## src/rtl/truthtable_capture_jdl25175_pkg.sv

```systemverilog
// Shared types and constants for the truth-table capture block.
package truthtable_capture_jdl25175_pkg;

    // Capture sequencer states.
    typedef enum logic [1:0] {
        ST_IDLE   = 2'd0,
        ST_DRIVE  = 2'd1,
        ST_SAMPLE = 2'd2,
        ST_DONE   = 2'd3
    } state_e;

    // Number of input vectors of a 4-input function.
    localparam int unsigned NUM_VECTORS = 16;

    // Settle counter width, fixed independent of the settle time.
    localparam int unsigned CNT_W = 8;

endpackage

```

## src/rtl/truthtable_capture_jdl25175_popcount.sv

```systemverilog
// Combinational 16-bit population count.
module popcount16_jdl25175
    import truthtable_capture_jdl25175_pkg::*;
(
    input  logic [15:0] vec,
    output logic [4:0]  count
);

    // Sum the set bits; the result fits in 0..16.
    always_comb begin
        count = 5'd0;
        for (int i = 0; i < 16; i++) begin
            count = count + 5'(vec[i]);
        end
    end

endmodule

```

## src/rtl/truthtable_capture_jdl25175.sv

```systemverilog
// Truth-table capture: steps abcd through 0..15, waits SETTLE_CYCLES per
// vector, samples f_in into a shadow table and publishes it on completion.
// The captured table is exported on truth_table because "table" is a
// reserved word in SystemVerilog.
module truthtable_capture_jdl25175
    import truthtable_capture_jdl25175_pkg::*;
#(
    parameter int unsigned SETTLE_CYCLES = 2
) (
    input  logic        clk,
    input  logic        rst_n,
    input  logic        start,
    input  logic        f_in,
    output logic [3:0]  abcd,
    output logic        busy,
    output logic        done,
    output logic [15:0] truth_table,
    output logic [4:0]  ones_count
);

    localparam logic [CNT_W-1:0] SETTLE_LAST = CNT_W'(SETTLE_CYCLES - 1);
    localparam logic [3:0]       LAST_VEC    = 4'(NUM_VECTORS - 1);

    state_e             state_q,  state_d;
    logic [3:0]         abcd_q,   abcd_d;
    logic [CNT_W-1:0]   cnt_q,    cnt_d;
    logic [15:0]        shadow_q, shadow_d;
    logic [15:0]        table_q,  table_d;
    logic [4:0]         ones_q,   ones_d;
    logic               busy_q,   busy_d;
    logic               done_q,   done_d;

    logic [15:0]        sampled;
    logic [4:0]         sampled_ones;

    // Shadow table with the current vector's sample merged in; this is what
    // gets published when the last vector is sampled.
    always_comb begin
        sampled         = shadow_q;
        sampled[abcd_q] = f_in;
    end

    popcount16_jdl25175 u_popcount (
        .vec   (sampled),
        .count (sampled_ones)
    );

    // Next-state and registered-output logic of the capture sequencer.
    always_comb begin
        state_d  = state_q;
        abcd_d   = abcd_q;
        cnt_d    = cnt_q;
        shadow_d = shadow_q;
        table_d  = table_q;
        ones_d   = ones_q;
        unique case (state_q)
            ST_IDLE: begin
                abcd_d = 4'd0;
                if (start) begin
                    state_d  = ST_DRIVE;
                    cnt_d    = '0;
                    shadow_d = 16'h0000;
                end
            end
            ST_DRIVE: begin
                cnt_d = cnt_q + CNT_W'(1);
                if (cnt_q == SETTLE_LAST) begin
                    state_d = ST_SAMPLE;
                end
            end
            ST_SAMPLE: begin
                shadow_d = sampled;
                if (abcd_q != LAST_VEC) begin
                    abcd_d  = abcd_q + 4'd1;
                    cnt_d   = '0;
                    state_d = ST_DRIVE;
                end else begin
                    state_d = ST_DONE;
                    table_d = sampled;
                    ones_d  = sampled_ones;
                end
            end
            ST_DONE: begin
                state_d = ST_IDLE;
                abcd_d  = 4'd0;
            end
            default: begin
                state_d = ST_IDLE;
                abcd_d  = 4'd0;
            end
        endcase
        busy_d = (state_d != ST_IDLE);
        done_d = (state_d == ST_DONE);
    end

    // State register with synchronous active-low reset.
    always_ff @(posedge clk) begin
        if (!rst_n) begin
            state_q  <= ST_IDLE;
            abcd_q   <= 4'd0;
            cnt_q    <= '0;
            shadow_q <= 16'h0000;
            table_q  <= 16'h0000;
            ones_q   <= 5'd0;
            busy_q   <= 1'b0;
            done_q   <= 1'b0;
        end else begin
            state_q  <= state_d;
            abcd_q   <= abcd_d;
            cnt_q    <= cnt_d;
            shadow_q <= shadow_d;
            table_q  <= table_d;
            ones_q   <= ones_d;
            busy_q   <= busy_d;
            done_q   <= done_d;
        end
    end

    assign abcd        = abcd_q;
    assign busy        = busy_q;
    assign done        = done_q;
    assign truth_table = table_q;
    assign ones_count  = ones_q;

endmodule

```

## config.mk

```make
export PLATFORM = sky130hd
export DESIGN_NAME = truthtable_capture_jdl25175
export DESIGN_NICKNAME = d
export VERILOG_FILES = /design/src/rtl/truthtable_capture_jdl25175_pkg.sv /design/src/rtl/truthtable_capture_jdl25175_popcount.sv /design/src/rtl/truthtable_capture_jdl25175.sv
export SDC_FILE = /design/constraint.sdc
export NUM_CORES = 1
export LEC_CHECK = 0
export CAP_MARGIN = 10
export CORE_MARGIN = 2
export CORE_UTILIZATION = 56
export CTS_CLUSTER_SIZE = 25
export DETAILED_ROUTE_END_ITERATION = 6
export GPL_TIMING_DRIVEN = 0
export PLACE_DENSITY = 0.87
export SLEW_MARGIN = 30
export SYNTH_ARGS = -nofsm -noshare
export SYNTH_HDL_FRONTEND = slang
export SYNTH_SLANG_ARGS = --single-unit
```

## constraint.sdc

```tcl
create_clock -name clk -period 6.4 [get_ports clk]
set_input_delay 0.64 -clock clk [delete_from_list [all_inputs] [get_ports clk]]
set_output_delay 0.64 -clock clk [all_outputs]
set_load 0.02 [all_outputs]
```

==> reports/metrics.cfg, run 1 <==
[outcome]
status=finished, final reports clean

[die]
core-area_mm2=0.004755
ios=31
rows=25
die_h_um=74.51
die_w_um=74.51
floorplan.initialDensity_pct=58.55
die-area_mm2=0.005551

[job]
drv_cap=0

[worst_setup_path]
cp-start-kind=flop
worstSetupPathType=reg2reg
critPathMaxFanout=4
cp.required_ns=6.63
end_kind=flop
arrival_ns=5.13

[cells_and_area]
n_antenna_cell=0
fillCellCount=386
nets=365
seqCellArea_mm2=0.001061
drive_gt1_share_pct=6.825
syn2layout_area_growth_pct=17.84
multi_input_area_mm2=0.001579

[synth]
synth_area_per_cell_um2=9.311
netlist_area_mm2=0.002784
synth_top_area_share_pct=38.11
yosys.cell_count.top_type=dfxtp_1
syn-num-nets=328
synth_edf_count=0
yosys-top-cells-count=53 x dfxtp_1, 34 x nor2_1, 19 x inv_1, 19 x nand2_1, 18 x mux2i_1
synthArstFlopShare_pct=0
ys.flop_type=dfxtp_1
ys_ff_latch=53
synth_area_leaders=dfxtp_1 38%, fa_1 7.2%, ha_1 6.7%
yosys_warnings=0
synth_cell_types=39
seq_area_frac_synth_pct=38.11
synth_largest_area_cell=dfxtp_1
synth_cells=299

[power_and_ir_drop]
max-vdd-ir-drop_uv=140.0
leakage_nw=1.247
powerDensity_mw_per_mm2=185.3

[placed_design]
port-buffer-count=30
post-place-ws_ns=1.287
dp_hpwl_mm=4.420
place.gp.congestion=0.9002

[route]
ant_nets=0
vias=2313
avgRoutedWirePerCell_um=15.23
wirelength_mm=6.151
drc=0
first_iter_violations=100
drt-vias-per-instance=5.725
drt_pass1_iterations=4

[sta]
slew_headroom_pct=47.97
fin_setup_tns_ns=0
final-hold-violation-count=0
skew_ns=0.01038
period_minus_slack_ns=4.904
fmax_mhz=203.9
setup_viol=0
period_share_pct=76.63
rsz0062_at_grt=false
worst_pin_slew_ns=0.7721
fin_ws_ns=1.496
slew_violations=0

[clock_tree]
clkTransAtPathRegs_ns=0.10
ctsRootBufferMaster=clkbuf_8
cts_buffer_depth=2
clock_sinks=53
post_cts_resized=0
hold_buffers=0
clock_latency_ns=0.31
cts_buffers=5
cts_tree=done
htreeDepth=2
postCtsSetupBuffers=0

[global_routing]
grt_overflow=0
grt_pass1_vias=2197
antenna_found_initial=0
grt_pass1_wl_mm=10.24
grt_start_max_net_pins=17
grt_usage_pct=24.17

[min_path]
hold_class=reg2reg

report_power, final:
part	internal (mW)	switching [mW]	leakage [nW]
logic	0.0193	0.0330	0.764
registers	0.334	0.00341	0.427
clock network	0.100	0.118	0.0549
cells by family (layout without fill, tap and decap cells):
logic type | after synthesis | after routing | share of synthesized area (%)
muxes | 25 | 25 | 9.303
DFF | 53 | 53 | 38.11
and+or+nand+nor | 101 | 101 | 18.83
AOI/OAI and AO/OA | 56 | 56 | 13.44
xor gates and xnor gates | 3 | 3 | 0.9440
adders and majority gates | 25 | 25 | 13.93
buffers and inverters | 36 | 74 | 5.438
metal layers:
metal	part of all wire (%)	wire [µm]	track usage, %
met1	44	2713	30.23
met2	50	3078	41.89
met3	4.2	258	5.149
met4	1.6	101	7.341
met5	0	0	0
final cells by class:
cell class	instances	share of cell area, %
buffer	17	2.441
clock buffer	7	2.937
clock inverter	1	0.2670
inverter	19	2.174
multi-input combinational	210	48.13
sequential	53	32.34
tap	67	2.555
timing repair buffer	30	9.153
critical path, cell delays in order, from the launching register on:
cell and delay, ns:
dfxtp_1 0.34, inv_1 0.14, ha_1 0.25, nor3b_1 0.25, mux2_2 0.40, ha_1 0.28, inv_1 0.05, fa_1 0.47
fa_1 0.56, fa_1 0.44, fa_1 0.50, inv_1 0.05, fa_1 0.38, inv_1 0.08, fa_1 0.41, a211oi_1 0.23
metrics by stage:
| stage | util [%] | power (mW) | area (µm²) | hold slack (ns) | std cells |
|---|---|---|---|---|---|
| 2_1_floorplan | - | 0.3791 | 2784 | 0.4329 | 299 |
| 3_3_place_gp | 66.63 | 0.3936 | 3168 | 0.4382 | 396 |
| 3_5_place_dp | 66.79 | 0.3956 | 3176 | 0.4437 | 396 |
| 4_1_cts | 69.00 | 0.6067 | 3281 | 0.4618 | 404 |
| 5_1_grt | 69.00 | 0.6270 | 3281 | 0.4987 | 404 |
| 6_report | 69.00 | 0.6079 | 3281 | 0.4623 | 404 |
placed cells by master (no fill, tap or decap), types with 2 or more instances in the layout:
cell type,count
dfxtp_1,53
nor2_1,34
clkbuf_8,7
a211oi_1,10
a22oi_1,5
or3_1,6
o211ai_1,2
nand3b_1,8
and3_1,3
mux2_2,7
a21oi_1,17
nand4b_1,2
fa_1,10
nor3_1,2
nand4_1,3
clkdlybuf4s50_1,30
buf_6,2
xnor2_1,3
nor2b_1,2
inv_1,19
clkbuf_1,14
nor3b_1,5
mux2i_1,18
o21ai_0,8
a2bb2oi_1,9
nand2_1,19
ha_1,15
nand3_1,7
and2_1,3
path summary, 6_finish.rpt:
path	startpoint	to	slack (ns)	depth (start not counted)
worst max-delay path	abcd[0]	ones_count[1]	1.50	15
worst min-delay path	shadow_q[8]	shadow_q[8]	0.46	2
worst max register to register	abcd[0]	ones_count[1]	1.50	15
worst min register to register	shadow_q[8]	shadow_q[8]	0.46	2
flip-flops by register name, indices dropped and copies added (netlist names):
signal       cells
done             1
busy             1
shadow_q        16
cnt_q            8
state_q          2
truth_table     16
ones_count       5
abcd             4
(Power assumes the default switching activity.)
==> inputs of run 2 (changes only) <==
clock period = 4.85 ns   (was 6.4 ns; I/O delays follow)
==> reports/metrics.cfg, run 2 (synthesis gave the netlist of run 1 again) <==
[sta]
slew_violations=0
worst_pin_slew_ns=0.7755
period_share_pct=97.03
fin_ws_ns=0.1440
rsz0062_at_grt=false
setup_viol=0
skew_ns=0.008073
fmax_mhz=212.5
period_minus_slack_ns=4.706
final-hold-violation-count=0
slew_headroom_pct=47.73
hold_slack_ns=0.4601

[clock_tree]
clock_latency_ns=0.31
htreeDepth=2
clock_sinks=53
hold_buffers=0
ctsRootBufferMaster=clkbuf_8
clkTransAtPathRegs_ns=0.10
cts_buffer_depth=2
cts_tree=done
cts_buffers=5

[cells_and_area]
finalInstanceArea_mm2=0.003328
layout.cells.most_common=dfxtp_1
nets=364
drive_gt1_share_pct=10.42
syn2layout_area_growth_pct=19.55
n_antenna_cell=0
final_cell_mix=49 x dfxtp_1, 34 x nor2_1, 30 x clkdlybuf4s50_1, 19 x nand2_1, 18 x mux2i_1
utilization_pct=70.00
final_cells=403

[worst_setup_path]
critPathMaxFanout=5
cp.required_ns=5.08
r2r_cells=15
crit_path_max_incr_delay_ns=0.53
startpoint=abcd[1]
path_common_cell=fa_1
worstSetupPathType=reg2reg
r2r_end=ones_count[1]
end_kind=flop
arrival_ns=4.93
cp-start-kind=flop
crit_path_end=ones_count[1]
timing.rr.start=abcd[1]
crit_slowest_cell=fa_1
path_cells=inv_2, ha_4, nor3b_4, mux2_2, ha_1, inv_1, fa_1, fa_1, fa_1, fa_1, inv_1, fa_1, inv_1, fa_1, a211oi_1
rrSetupSlack_ns=0.14

[die]
floorplan.initialDensity_pct=58.55
ios=31
core-area_mm2=0.004755
die_w_um=74.51
die_h_um=74.51
die-area_mm2=0.005551
rows=25

[global_routing]
grt_usage_pct=24.28
grt_overflow=0
grt_start_max_net_pins=17
grt_pass1_wl_mm=10.29
antenna_found_initial=0
grt_pass1_vias=2196

[placed_design]
place.gp.congestion=0.9002
post-place-ws_ns=-0.1083
place_area_mm2=0.003176
dp_hpwl_mm=4.420
port-buffer-count=30
dp_cells=396

[power_and_ir_drop]
leakage_nw=1.261
max-vdd-ir-drop_uv=181.2
powerDensity_mw_per_mm2=240.4

[route]
drt-vias-per-instance=5.710
vias=2301
avgRoutedWirePerCell_um=15.32
first_iter_violations=124
drt_pass1_iterations=4
ant_nets=0
drc=0
wirelength_mm=6.173

[outcome]
status=finished, final reports clean

[min_path]
hold_class=reg2reg

[job]
drv_cap=0

==> run 2: cell types whose count changed in the layout (fill, tap and decap cells not counted), moves of 2 or more <==
cell      before  now
clkbuf_1      14   11
dfxtp_1       53   49
ha_1          15   13
dfxtp_2        0    4
inv_2          0    2
inv_1         19   17
ha_4           0    2
nor3b_1        5    3
==> run 2: through the flow <==
stage | setup TNS, ns | total power, mW
global route | 0 | 0.8276
detailed placement | -0.2083 | 0.5220
finish | 0 | 0.8001
global placement | -0.1324 | 0.5193
CTS | 0 | 0.8007
floorplan | 0 | 0.5002
==> run 2: how the worst min path moves through the flow <==
stage	startpoint	endpoint	slack, ns	cells past startpoint
final	ones_count[0]	ones_count[0]	0.46	2
after global routing	shadow_q[6]	shadow_q[6]	0.50	2
after CTS	shadow_q[8]	shadow_q[8]	0.46	2
after detailed placement	ones_count[2]	ones_count[2]	0.44	2
after global placement	shadow_q[8]	shadow_q[8]	0.44	2
after floorplan	shadow_q[10]	shadow_q[10]	0.43	2
==> run 2: layout make-up <==
| type | count | area (µm²) |
|---|---|---|
| clock buffers | 7 | 96.34 |
| plain buffers | 15 | 73.82 |
| flip-flops and latches | 53 | 1066 |
| fillers | 382 | 1426 |
| inverters | 19 | 71.32 |
| clock inverters | 1 | 8.758 |
| multi-input cells | 210 | 1620 |
| well taps | 67 | 83.83 |
| repair buffers | 31 | 307.8 |
==> run 2: repair_timing <==
action,in CTS,in global routing
buffers inserted,0,1
endpoints found under the setup margin,1,4
resized for setup,3,12
endpoints found under the hold margin,0,0
gates cloned,0,0
pin swaps,0,1
==> run 2: power breakdown <==
part	internal, mW	switching (mW)
logic	0.0257	0.0435
registers	0.440	0.00444
clock network	0.132	0.154
==> run 2: routing by layer <==
| metal | share of wire, % | global-route usage [%] | up-vias |
|---|---|---|---|
| met3 | 3.8 | 5.149 | 13 |
| met4 | 1.5 | 6.746 | 0 |
| met1 | 44 | 30.40 | 1114 |
| li1 | - | - | 1118 |
| met2 | 50 | 42.38 | 56 |
| met5 | 0 | 0 | - |
==> run 2: worst max-delay path: cells and delay by family, from the launching register on <==
kind | cells | cell delay, ns
DFF | 1 | 0.36
AOI/OAI and AO/OA | 1 | 0.23
buffers and inverters | 4 | 0.32
and+or+nand+nor | 1 | 0.18
muxes | 1 | 0.39
adders and majority gates | 8 | 3.15
==> RTL edit: new RTL, flow settings as in run 2 <==
Encoding of `state_e`: now one-hot (4 bits for 4 states).
--- a/src/rtl/truthtable_capture_jdl25175_pkg.sv
+++ b/src/rtl/truthtable_capture_jdl25175_pkg.sv
@@ -2,11 +2,11 @@
 package truthtable_capture_jdl25175_pkg;
 
     // Capture sequencer states.
-    typedef enum logic [1:0] {
-        ST_IDLE   = 2'd0,
-        ST_DRIVE  = 2'd1,
-        ST_SAMPLE = 2'd2,
-        ST_DONE   = 2'd3
+    typedef enum logic [3:0] {
+        ST_IDLE   = 4'b0001,
+        ST_DRIVE  = 4'b0010,
+        ST_SAMPLE = 4'b0100,
+        ST_DONE   = 4'b1000
     } state_e;
 
     // Number of input vectors of a 4-input function.
Function: no difference found for any inputs over 10 cycles, from zero or initial values and one cycle with rst_n low; not proved beyond that.
==> RTL edit against run 2 <==
  * Area after synthesis is 1.6% higher
  * Hold slack gained 0.0018 ns
  * Clock power decreased by 9.4%
  * Wire length grew 12%
  * Final area is 0.71% higher
  * Total power down 4.8%
  * Setup slack better by 0.021 ns
  * Core utilization about the same
  * Die area grew 1.5%
  * Sequential cell count is 2 higher
  * Critical path type unchanged
  * Largest cell class unchanged
==> RTL edit: results (changes against run 2) <==
* Number of global-route vias before repair at 2237 (+1.9%)
* GP Congestion at 0.929 (+3.2%)
* Layout cells sized above 1 at 0.127 (+0.0231)
* Psw at 0.192 mW (-5.1%)
* Detailed Routing Iterations Pass 1 at 5 (+1)
* Post-synth EDFFs at 0 (unchanged)
* Status: finished, final reports clean
* Hold Crit Depth at 2 (unchanged)
* Clock Skew at 0.00558 ns (-0.00249 ns)
* Via count at 2408 (+4.7%)
* R2R Path End: ones_count[4]
* Total Nets Final at 362 (-0.55%)
* Post-synthesis cell type count at 48 (+23%)
* Post-synth net total at 325 (-0.91%)
* HPWL after DPL at 4.78 mm (+8.2%)
* Peak VDD IR at 0.183 mV (+0.94%)
* R2r setup slk at 0.17 ns (+0.02 ns)
* Drt wl/cell at 17.1 um (+12%)
* Worst-Skew Late Latency at 0.31 ns (about the same)
* Area contributors post-synth: dfxtp_1, fa_1, nor2_1, ha_1, mux2i_1
* Min-delay src: ones_count[4]
* Tot GR Track Use at 0.252 (+0.00889)
* Warning count from the yosys run at 0 (unchanged)
* Worst Hold End: ones_count[4]
* First-pass GRT wire length at 10.8 mm (+5.0%)
* Initial DRC Count at 213 (+72%)
* CP arrival at 4.93 ns (about the same)
* Slew margin rel. at 0.365 (-0.113)
* Largest net degree at the start of global routing at 18 (+1)
-- RTL edit: cell types whose count changed after synthesis, moves of 4 or more --
cell,run 2,this run
nor2_1,34,43
nand2_1,19,10
mux2i_1,18,11
clkbuf_1,14,10
ha_1,15,11
nor3_1,2,8
-- RTL edit: power groups by stage --
stage                     sequential [mW]  clock [mW]  combinational (mW)
final                               0.458       0.259              0.0439
after detailed placement            0.469           0              0.0420
after floorplan                     0.468           0              0.0266
after global routing                0.459       0.275              0.0478
after CTS                           0.458       0.258              0.0421
after global placement              0.468           0              0.0414
-- RTL edit: layout make-up --
cell class | count | area, sq um
fill | 360 | 1430
multi-input combinational | 210 | 1610
buffer | 18 | 101
clock buffer | 5 | 68.8
sequential | 55 | 1100
tap | 67 | 83.8
timing repair buffer | 30 | 300
clock inverter | 3 | 20.0
inverter | 17 | 63.8
-- RTL edit: per-layer routing --
metal / GRT usage / vias up / wire length (um)
met2: 0.415 / 93 / 3420
met1: 0.337 / 1149 / 2980
met4: 0.0873 / 0 / 218
met5: 0 / - / 0
met3: 0.0388 / 23 / 323
li1: - / 1143 / -
-- RTL edit: through the flow --
step	setup slack, ns	cell area, sq um	power, mW	instances
finish	0.165	3350	0.762	405
global route	0.00382	3350	0.782	405
CTS	0.0187	3330	0.758	405
detailed placement	-0.321	3210	0.511	397
global placement	-0.221	3210	0.509	397
floorplan	0.173	2830	0.495	300
-- RTL edit: worst max-delay path by stage --
stage                    end  depth (start not counted)  slack (ns)    start
2_1_floorplan  ones_count[2]                         14        0.17  abcd[0]
3_3_place_gp   ones_count[2]                         12       -0.22     f_in
3_5_place_dp   ones_count[2]                         12       -0.32     f_in
4_1_cts        ones_count[4]                         15        0.02  abcd[0]
5_1_grt        ones_count[3]                         14       0.004  abcd[0]
6_report       ones_count[4]                         15        0.17  abcd[0]
-- RTL edit: what timing repair did --
| action | in CTS | in global routing |
|---|---|---|
| endpoints found under the setup margin | 4 | 4 |
| resized for setup | 7 | 12 |
| setup buffers | 0 | 0 |
| pin swaps | 0 | 1 |
-- RTL edit: cells by family (layout without fill, tap and decap cells) --
kind of cell | Yosys count | count (layout) | share of synthesized area
compound gates | 64 | 64 | 0.160
fa+ha+maj | 21 | 21 | 0.119
buf+inv | 35 | 73 | 0.0571
mux | 16 | 16 | 0.0588
simple gates | 108 | 108 | 0.212
flops | 55 | 55 | 0.389
xor+xnor | 1 | 1 | 0.00310
-- RTL edit: worst reg2reg max path, delay by kind of cell (launching register included) --
kind / cells / cell delay [ns]
buffers and inverters: 2 / 0.17
muxes: 1 / 0.34
adders and majority gates: 8 / 3.14
DFF: 1 / 0.37
AOI/OAI and AO/OA: 2 / 0.25
and+or+nand+nor: 2 / 0.35
